--- src/rtl/painel_pkg.sv ---
// Shared definitions for the panel scroll controller.
//   SEL_*   : select codes driven onto the shift register cells
//   state_e : sequencing states of the controller
package painel_pkg;

  localparam logic [1:0] SEL_LOAD = 2'b00;  // take parallel load_data
  localparam logic [1:0] SEL_UP   = 2'b01;  // take upper neighbour q[i+1]
  localparam logic [1:0] SEL_DN   = 2'b10;  // take lower neighbour q[i-1]
  localparam logic [1:0] SEL_HOLD = 2'b11;  // keep q[i]

  typedef enum logic [1:0] {
    IDLE   = 2'd0,
    LOAD   = 2'd1,
    SCROLL = 2'd2,
    DONE   = 2'd3
  } state_e;

endpackage

--- src/rtl/painel_scroll_ctrl_if.sv ---
// Command/status bundle between the panel command logic (master) and the
// scroll controller (slave).
//   master drives : start, load_data, dir, rotate, steps, pause, abort
//   slave drives  : sel, panel, busy, done, step_cnt, dbg_state
// Handshake: start is a one-cycle request that is accepted only while the
// controller is idle (busy=0 and done=0); a request at any other time is
// dropped, never queued. Acceptance is visible as busy rising on the next
// cycle, and completion as a single-cycle done pulse after busy falls.
interface painel_scroll_ctrl_if #(
  parameter int WIDTH  = 8,
  parameter int STEP_W = 8
);

  logic                start;
  logic [WIDTH-1:0]    load_data;
  logic                dir;
  logic                rotate;
  logic [STEP_W-1:0]   steps;
  logic                pause;
  logic                abort;

  logic [1:0]          sel;
  logic [WIDTH-1:0]    panel;
  logic                busy;
  logic                done;
  logic [STEP_W-1:0]   step_cnt;
  painel_pkg::state_e  dbg_state;

  modport master (
    output start, load_data, dir, rotate, steps, pause, abort,
    input  sel, panel, busy, done, step_cnt, dbg_state
  );

  modport slave (
    input  start, load_data, dir, rotate, steps, pause, abort,
    output sel, panel, busy, done, step_cnt, dbg_state
  );

endinterface

--- src/rtl/painel_scroll_tick.sv ---
// Scroll-rate prescaler: counts 0..DIV-1 while enabled and flags the last
// count as tick. Holds its count when en=0 so a paused scroll resumes in
// the same phase.
//   clk, reset_n : clock, async active-low reset
//   clr          : synchronous clear to 0 (priority over en)
//   en           : advance the count this cycle
//   tick         : count is at DIV-1
module painel_scroll_tick #(
  parameter int DIV = 4
) (
  input  logic clk,
  input  logic reset_n,
  input  logic clr,
  input  logic en,
  output logic tick
);

  localparam int CW = (DIV > 1) ? $clog2(DIV) : 1;
  localparam logic [CW-1:0] LAST = CW'(DIV - 1);

  logic [CW-1:0] cnt_q, cnt_d;

  assign tick = (cnt_q == LAST);

  always_comb begin
    cnt_d = cnt_q;
    if (clr) begin
      cnt_d = '0;
    end else if (en) begin
      cnt_d = tick ? '0 : cnt_q + CW'(1);
    end
  end

  always_ff @(posedge clk or negedge reset_n) begin
    if (!reset_n) begin
      cnt_q <= '0;
    end else begin
      cnt_q <= cnt_d;
    end
  end

endmodule

--- src/rtl/painel_scroll_ctrl.sv ---
// Panel scroll controller: owns the WIDTH-bit display register (one 4:1
// select cell per bit) and sequences the shared select code to load a
// pattern and scroll it by a programmed number of steps, one step every
// DIV enabled cycles, with pause, abort and rotate/zero-fill options.
//   clk, reset_n : clock, async active-low reset
//   bus (slave)  : command inputs, sel/panel/busy/done/step_cnt status,
//                  dbg_state exposing the FSM state
module painel_scroll_ctrl
  import painel_pkg::*;
#(
  parameter int WIDTH  = 8,
  parameter int DIV    = 4,
  parameter int STEP_W = 8
) (
  input logic                  clk,
  input logic                  reset_n,
  painel_scroll_ctrl_if.slave  bus
);

  state_e              state_q, state_d;
  logic [WIDTH-1:0]    panel_q, panel_d;
  logic [STEP_W-1:0]   step_cnt_q, step_cnt_d;
  logic [STEP_W-1:0]   steps_q, steps_d;
  logic                dir_q, dir_d;
  logic                rotate_q, rotate_d;

  logic [1:0]          sel;
  logic [STEP_W-1:0]   step_inc;
  logic                presc_clr, presc_en, tick;

  painel_scroll_tick #(.DIV(DIV)) u_tick (
    .clk     (clk),
    .reset_n (reset_n),
    .clr     (presc_clr),
    .en      (presc_en),
    .tick    (tick)
  );

  // Sequencer. abort overrides everything: back to IDLE with sel=HOLD, so
  // the register keeps whatever it was showing and no done pulse follows.
  always_comb begin
    state_d    = state_q;
    dir_d      = dir_q;
    rotate_d   = rotate_q;
    steps_d    = steps_q;
    step_cnt_d = step_cnt_q;
    sel        = SEL_HOLD;
    presc_clr  = 1'b0;
    presc_en   = 1'b0;
    step_inc   = step_cnt_q + STEP_W'(1);
    if (bus.abort) begin
      state_d = IDLE;
    end else begin
      case (state_q)
        IDLE: begin
          if (bus.start) begin
            dir_d      = bus.dir;
            rotate_d   = bus.rotate;
            steps_d    = bus.steps;
            step_cnt_d = '0;
            presc_clr  = 1'b1;
            state_d    = LOAD;
          end
        end
        LOAD: begin
          sel     = SEL_LOAD;
          state_d = (steps_q == '0) ? DONE : SCROLL;
        end
        SCROLL: begin
          // pause freezes the prescaler, so tick is ignored while paused
          if (!bus.pause) begin
            presc_en = 1'b1;
            if (tick) begin
              sel        = dir_q ? SEL_UP : SEL_DN;
              step_cnt_d = step_inc;
              if (step_inc == steps_q) state_d = DONE;
            end
          end
        end
        DONE:    state_d = IDLE;
        default: state_d = IDLE;
      endcase
    end
  end

  // Neighbour values seen by each cell; the vacated end bit takes the
  // opposite end when rotating, zero otherwise.
  logic [WIDTH-1:0] up_v, dn_v;
  assign up_v = {rotate_q & panel_q[0], panel_q[WIDTH-1:1]};
  assign dn_v = {panel_q[WIDTH-2:0], rotate_q & panel_q[WIDTH-1]};

  for (genvar i = 0; i < WIDTH; i++) begin : g_cell
    assign panel_d[i] = (sel == SEL_LOAD) ? bus.load_data[i] :
                        (sel == SEL_UP)   ? up_v[i]          :
                        (sel == SEL_DN)   ? dn_v[i]          :
                                            panel_q[i];
  end

  always_ff @(posedge clk or negedge reset_n) begin
    if (!reset_n) begin
      state_q    <= IDLE;
      panel_q    <= '0;
      step_cnt_q <= '0;
      steps_q    <= '0;
      dir_q      <= 1'b0;
      rotate_q   <= 1'b0;
    end else begin
      state_q    <= state_d;
      panel_q    <= panel_d;
      step_cnt_q <= step_cnt_d;
      steps_q    <= steps_d;
      dir_q      <= dir_d;
      rotate_q   <= rotate_d;
    end
  end

  assign bus.sel       = sel;
  assign bus.panel     = panel_q;
  assign bus.busy      = (state_q == LOAD) || (state_q == SCROLL);
  assign bus.done      = (state_q == DONE);
  assign bus.step_cnt  = step_cnt_q;
  assign bus.dbg_state = state_q;

endmodule

--- src/flat_wrapper.sv ---
// flat-port wrapper written by rule: the top's interface ports become plain ports
module painel_scroll_ctrl_flat import painel_pkg::*;
#(
  parameter int WIDTH  = 8,
  parameter int DIV    = 4,
  parameter int STEP_W = 8
)
  (clk, reset_n, bus_start, bus_load_data, bus_dir, bus_rotate, bus_steps, bus_pause, bus_abort, bus_sel, bus_panel, bus_busy, bus_done, bus_step_cnt, bus_dbg_state);
  painel_scroll_ctrl_if #(.WIDTH(WIDTH), .STEP_W(STEP_W)) bus_i ();
  input logic clk;
  input logic reset_n;
  input wire logic [$bits(bus_i.start)-1:0] bus_start;
  input wire logic [$bits(bus_i.load_data)-1:0] bus_load_data;
  input wire logic [$bits(bus_i.dir)-1:0] bus_dir;
  input wire logic [$bits(bus_i.rotate)-1:0] bus_rotate;
  input wire logic [$bits(bus_i.steps)-1:0] bus_steps;
  input wire logic [$bits(bus_i.pause)-1:0] bus_pause;
  input wire logic [$bits(bus_i.abort)-1:0] bus_abort;
  output wire logic [$bits(bus_i.sel)-1:0] bus_sel;
  output wire logic [$bits(bus_i.panel)-1:0] bus_panel;
  output wire logic [$bits(bus_i.busy)-1:0] bus_busy;
  output wire logic [$bits(bus_i.done)-1:0] bus_done;
  output wire logic [$bits(bus_i.step_cnt)-1:0] bus_step_cnt;
  output wire logic [$bits(bus_i.dbg_state)-1:0] bus_dbg_state;
  assign bus_i.start = bus_start;
  assign bus_i.load_data = bus_load_data;
  assign bus_i.dir = bus_dir;
  assign bus_i.rotate = bus_rotate;
  assign bus_i.steps = bus_steps;
  assign bus_i.pause = bus_pause;
  assign bus_i.abort = bus_abort;
  assign bus_sel = bus_i.sel;
  assign bus_panel = bus_i.panel;
  assign bus_busy = bus_i.busy;
  assign bus_done = bus_i.done;
  assign bus_step_cnt = bus_i.step_cnt;
  assign bus_dbg_state = bus_i.dbg_state;
  painel_scroll_ctrl #(.WIDTH(WIDTH), .DIV(DIV), .STEP_W(STEP_W)) u_core (.clk(clk), .reset_n(reset_n), .bus(bus_i));
endmodule
--- config.mk ---
export PLATFORM = sky130hd
export DESIGN_NAME = painel_scroll_ctrl_flat
export DESIGN_NICKNAME = d
export VERILOG_FILES = /design/src/rtl/painel_pkg.sv /design/src/rtl/painel_scroll_ctrl_if.sv /design/src/rtl/painel_scroll_tick.sv /design/src/rtl/painel_scroll_ctrl.sv /design/src/flat_wrapper.sv
export SDC_FILE = /design/constraint.sdc
export NUM_CORES = 1
export LEC_CHECK = 0
export CORE_MARGIN = 5
export CORE_UTILIZATION = 50
export DETAILED_ROUTE_END_ITERATION = 8
export PLACE_DENSITY = 0.89
export SLEW_MARGIN = 20
export SYNTH_ARGS = -nofsm -noshare
export SYNTH_HDL_FRONTEND = slang
export SYNTH_SLANG_ARGS = --single-unit
export TNS_END_PERCENT = 100
--- constraint.sdc ---
create_clock -name clk -period 2.65 [get_ports clk]
set_input_delay 0.265 -clock clk [delete_from_list [all_inputs] [get_ports clk]]
set_output_delay 0.265 -clock clk [all_outputs]
set_load 0.01 [all_outputs]
==> results of run 1 <==
worst max-delay path by stage:
stage	start	to	depth (start not counted)	slack (ns)
floorplan	u_core.bus.dbg_state[0]	u_core.bus.panel[0]	8	0.52
global placement	u_core.bus.dbg_state[0]	u_core.bus.step_cnt[6]	7	0.50
detailed placement	u_core.bus.dbg_state[0]	u_core.bus.panel[0]	8	0.41
CTS	u_core.bus.dbg_state[0]	bus_sel[1]	7	0.17
global route	u_core.bus.dbg_state[0]	bus_sel[1]	7	0.009
finish	u_core.bus.dbg_state[0]	bus_sel[1]	7	0.17
critical path: stages (launching register included):
cell and delay (ns):
dfrtp_1 0.43, inv_1 0.14, ha_1 0.34, and2b_1 0.23, nand3_1 0.11, a21oi_2 0.17, inv_1 0.05, clkdlybuf4s50_1 0.47
area by class of cell:
| type | count | area, um^2 | share of cell area |
|---|---|---|---|
| Clock buffer | 6 | 82.6 | 0.0331 |
| Clock inverter | 2 | 12.5 | 0.00502 |
| Timing Repair Buffer | 48 | 470 | 0.189 |
| Sequential cell | 30 | 751 | 0.301 |
| Inverter | 7 | 26.3 | 0.0105 |
| Tap cell | 48 | 60.1 | 0.0241 |
| Multi-Input combinational cell | 147 | 1090 | 0.437 |
placed cells by master (no fill, tap or decap), types with 2 or more instances in the layout:
master,netlist,final
a211oi_1,2,2
a21oi_1,4,4
a31oi_1,2,2
and3_2,2,2
buf_4,1,4
clkbuf_8,0,6
clkdlybuf4s50_1,0,44
dfrtp_1,30,30
ha_1,7,7
inv_1,7,7
mux2_2,17,17
mux2i_1,8,8
nand2_1,18,18
nand2b_1,5,5
nand3_1,5,5
nand4_1,4,4
nor2_1,8,8
nor2b_1,5,5
o21ai_0,21,21
o31ai_1,6,6
xnor2_1,4,4
xor2_1,5,5
kinds of logic (layout without fill, tap and decap cells):
group / after synthesis / in the layout / synth area share
AOI/OAI and AO/OA: 47 / 47 / 0.172
buffers and inverters: 14 / 63 / 0.0329
DFF: 30 / 30 / 0.394
and+or+nand+nor: 59 / 59 / 0.170
muxes: 25 / 25 / 0.143
adders and majority gates: 7 / 7 / 0.0460
xor gates and xnor gates: 9 / 9 / 0.0414
per-layer routing:
| metal | up-vias | wire, um |
|---|---|---|
| met1 | 750 | 1870 |
| met4 | 0 | 78 |
| met3 | 10 | 242 |
| li1 | 785 | - |
| met5 | - | 0 |
| met2 | 53 | 2140 |
flip-flops by register name (all words and copies together), names as in the netlist:
signal                cells
u_core.bus.dbg_state      2
u_core.bus.panel          8
u_core.bus.step_cnt       8
u_core.dir_q              1
u_core.rotate_q           1
u_core.steps_q            8
u_core.u_tick.cnt_q       2
where the power goes:
part | total, uW | internal (uW) | switching [uW]
Sequential | 763 | 607 | 156
Combinational | 858 | 449 | 409
Clock | 387 | 208 | 178
through the flow:
step	cell area, um^2	hold slack, ns	util	setup WS [ns]
finish	2490	0.357	0.681	0.172
global placement	2400	0.487	0.655	0.498
global route	2490	0.391	0.681	0.00869
floorplan	1900	-0.0306	-	0.520
detailed placement	2400	0.487	0.655	0.405
CTS	2490	0.369	0.681	0.165
==> results.sh, run 1 <==
export IMPL_path_max_fanout=10
export IMPL_syn_inst=191
export IMPL_start_util=0.520
export IMPL_postRouteAntennaNets=0
export IMPL_grt_busiest_layer="met2"
export IMPL_hold_path_class="primary input to asynchronous set/reset pin"
export IMPL_clkTransAtPathRegs_ns=0.07
export IMPL_core_area_um2=3660
export IMPL_gp_congestion=0.858
export IMPL_r2r_slack_ns=0.40
export IMPL_grt_pass1_vias=1533
export IMPL_grt_setup_unrepaired="false"
export IMPL_synth_fp_nets=221
export IMPL_yosys_warnings=0
export IMPL_viasPerCell=5.55
export IMPL_overflow=0
export IMPL_p_leak_uw=0.00101
export IMPL_first_iter_violations=132
export IMPL_crit_arrival_ns=2.21
export IMPL_cts_buffers=5
export IMPL_vdd_drop_max_mv=0.540
export IMPL_synth_edff_count=0
export IMPL_synth_top_cells_by_area="dfrtp_1, mux2_2, o21ai_0"
export IMPL_post_route_period_util=0.935
export IMPL_synth_seq_cells=30
export IMPL_drive_gt1_frac=0.183
export IMPL_drv_cap=0
export IMPL_synth_area_um2=1900
export IMPL_ctsHoldBuffers=0
export IMPL_post_drt_wl_per_cell_um=15.0
export IMPL_async_flop_share=1.00
export IMPL_start_kind="register"
export IMPL_dp_hpwl_um=3240
export IMPL_cts_root_buffer="clkbuf_8"
export IMPL_die_w_um=71.7
export IMPL_drt_total_wl_um=4330
export IMPL_max_slew_worst_pin_slew_ns=0.515
export IMPL_fillerInstances=270
export IMPL_syn_to_final_growth_pct=31.0
export IMPL_stdcell_count=288
export IMPL_max_slew_margin=0.657
export IMPL_grt_use_met3=0.0463
export IMPL_io_buffers=44
export IMPL_endpoint_kind="output pin"
export IMPL_drc=0
export IMPL_die_h_um=71.7
export IMPL_ios=45
export IMPL_synth_top_cell_area_share=0.394
export IMPL_required_ns=2.38
export IMPL_fmaxAchievable_ghz=0.404
export IMPL_grt_pass1_wl_um=7270
export IMPL_ys_top_cells_by_count="dfrtp_1, o21ai_0, nand2_1, mux2_2"
export IMPL_grt_usage=0.179
export IMPL_grt_use_met2=0.290
export IMPL_r2r_start="u_core.bus.dbg_state[0]"
export IMPL_nNetsFinal=269
export IMPL_syn_avg_cell_area_um2=9.96
export IMPL_clock_skew_ns=0.00746
export IMPL_vias=1598
export IMPL_clockBufferDepth=2
export IMPL_setup_viol=0
export IMPL_yosys_cell_types_count=47
export IMPL_r2r_cells=8
export IMPL_use_met1=0.234
export IMPL_antenna_found_initial=0
export IMPL_clkLatencyLatePin_ns=0.28
export IMPL_finalHoldViolCount=0
export IMPL_synth_largest_area_cell="dfrtp_1"
export IMPL_postCtsSetupBuffers=0
export IMPL_finalSetupTns_ns=0
export IMPL_drt_first_pass_iters=4
export IMPL_placementRows=22
export IMPL_reg2reg_to="u_core.bus.panel[0]"
export IMPL_fin_total_pwr_uw=2010
export IMPL_ys_seq_area_frac=0.394
export IMPL_cts_num_sinks=30
export IMPL_criticalPathCategory="register to output pin"
export IMPL_power_per_cell_area_nw_per_um2=806
export IMPL_grt_max_degree=31
export IMPL_die_area_um2=5140
export IMPL_post_cts_resized=0
export IMPL_dp_cells=280
export IMPL_drv_slew=0
export IMPL_cts_tree="built"
export IMPL_htreeDepth=2
export IMPL_synth_ff_type="dfrtp_1"
export IMPL_synth_most_common_cell="dfrtp_1"
export IMPL_status="finished, final reports clean"
export IMPL_finalCriticalPeriod_ns=2.48
export IMPL_antenna_cells=0
Power figures use the tool's default switching activity.
==> run 2, diff against run 1 <==
--- a/config.mk
+++ b/config.mk
@@ -9,7 +9,7 @@
 export CORE_UTILIZATION = 50
 export DETAILED_ROUTE_END_ITERATION = 8
 export PLACE_DENSITY = 0.89
-export SLEW_MARGIN = 20
+export SLEW_MARGIN = 40
 export SYNTH_ARGS = -nofsm -noshare
 export SYNTH_HDL_FRONTEND = slang
 export SYNTH_SLANG_ARGS = --single-unit
==> results of run 2 <==
The final DEF is identical to that of run 1; final timing and power are the same.
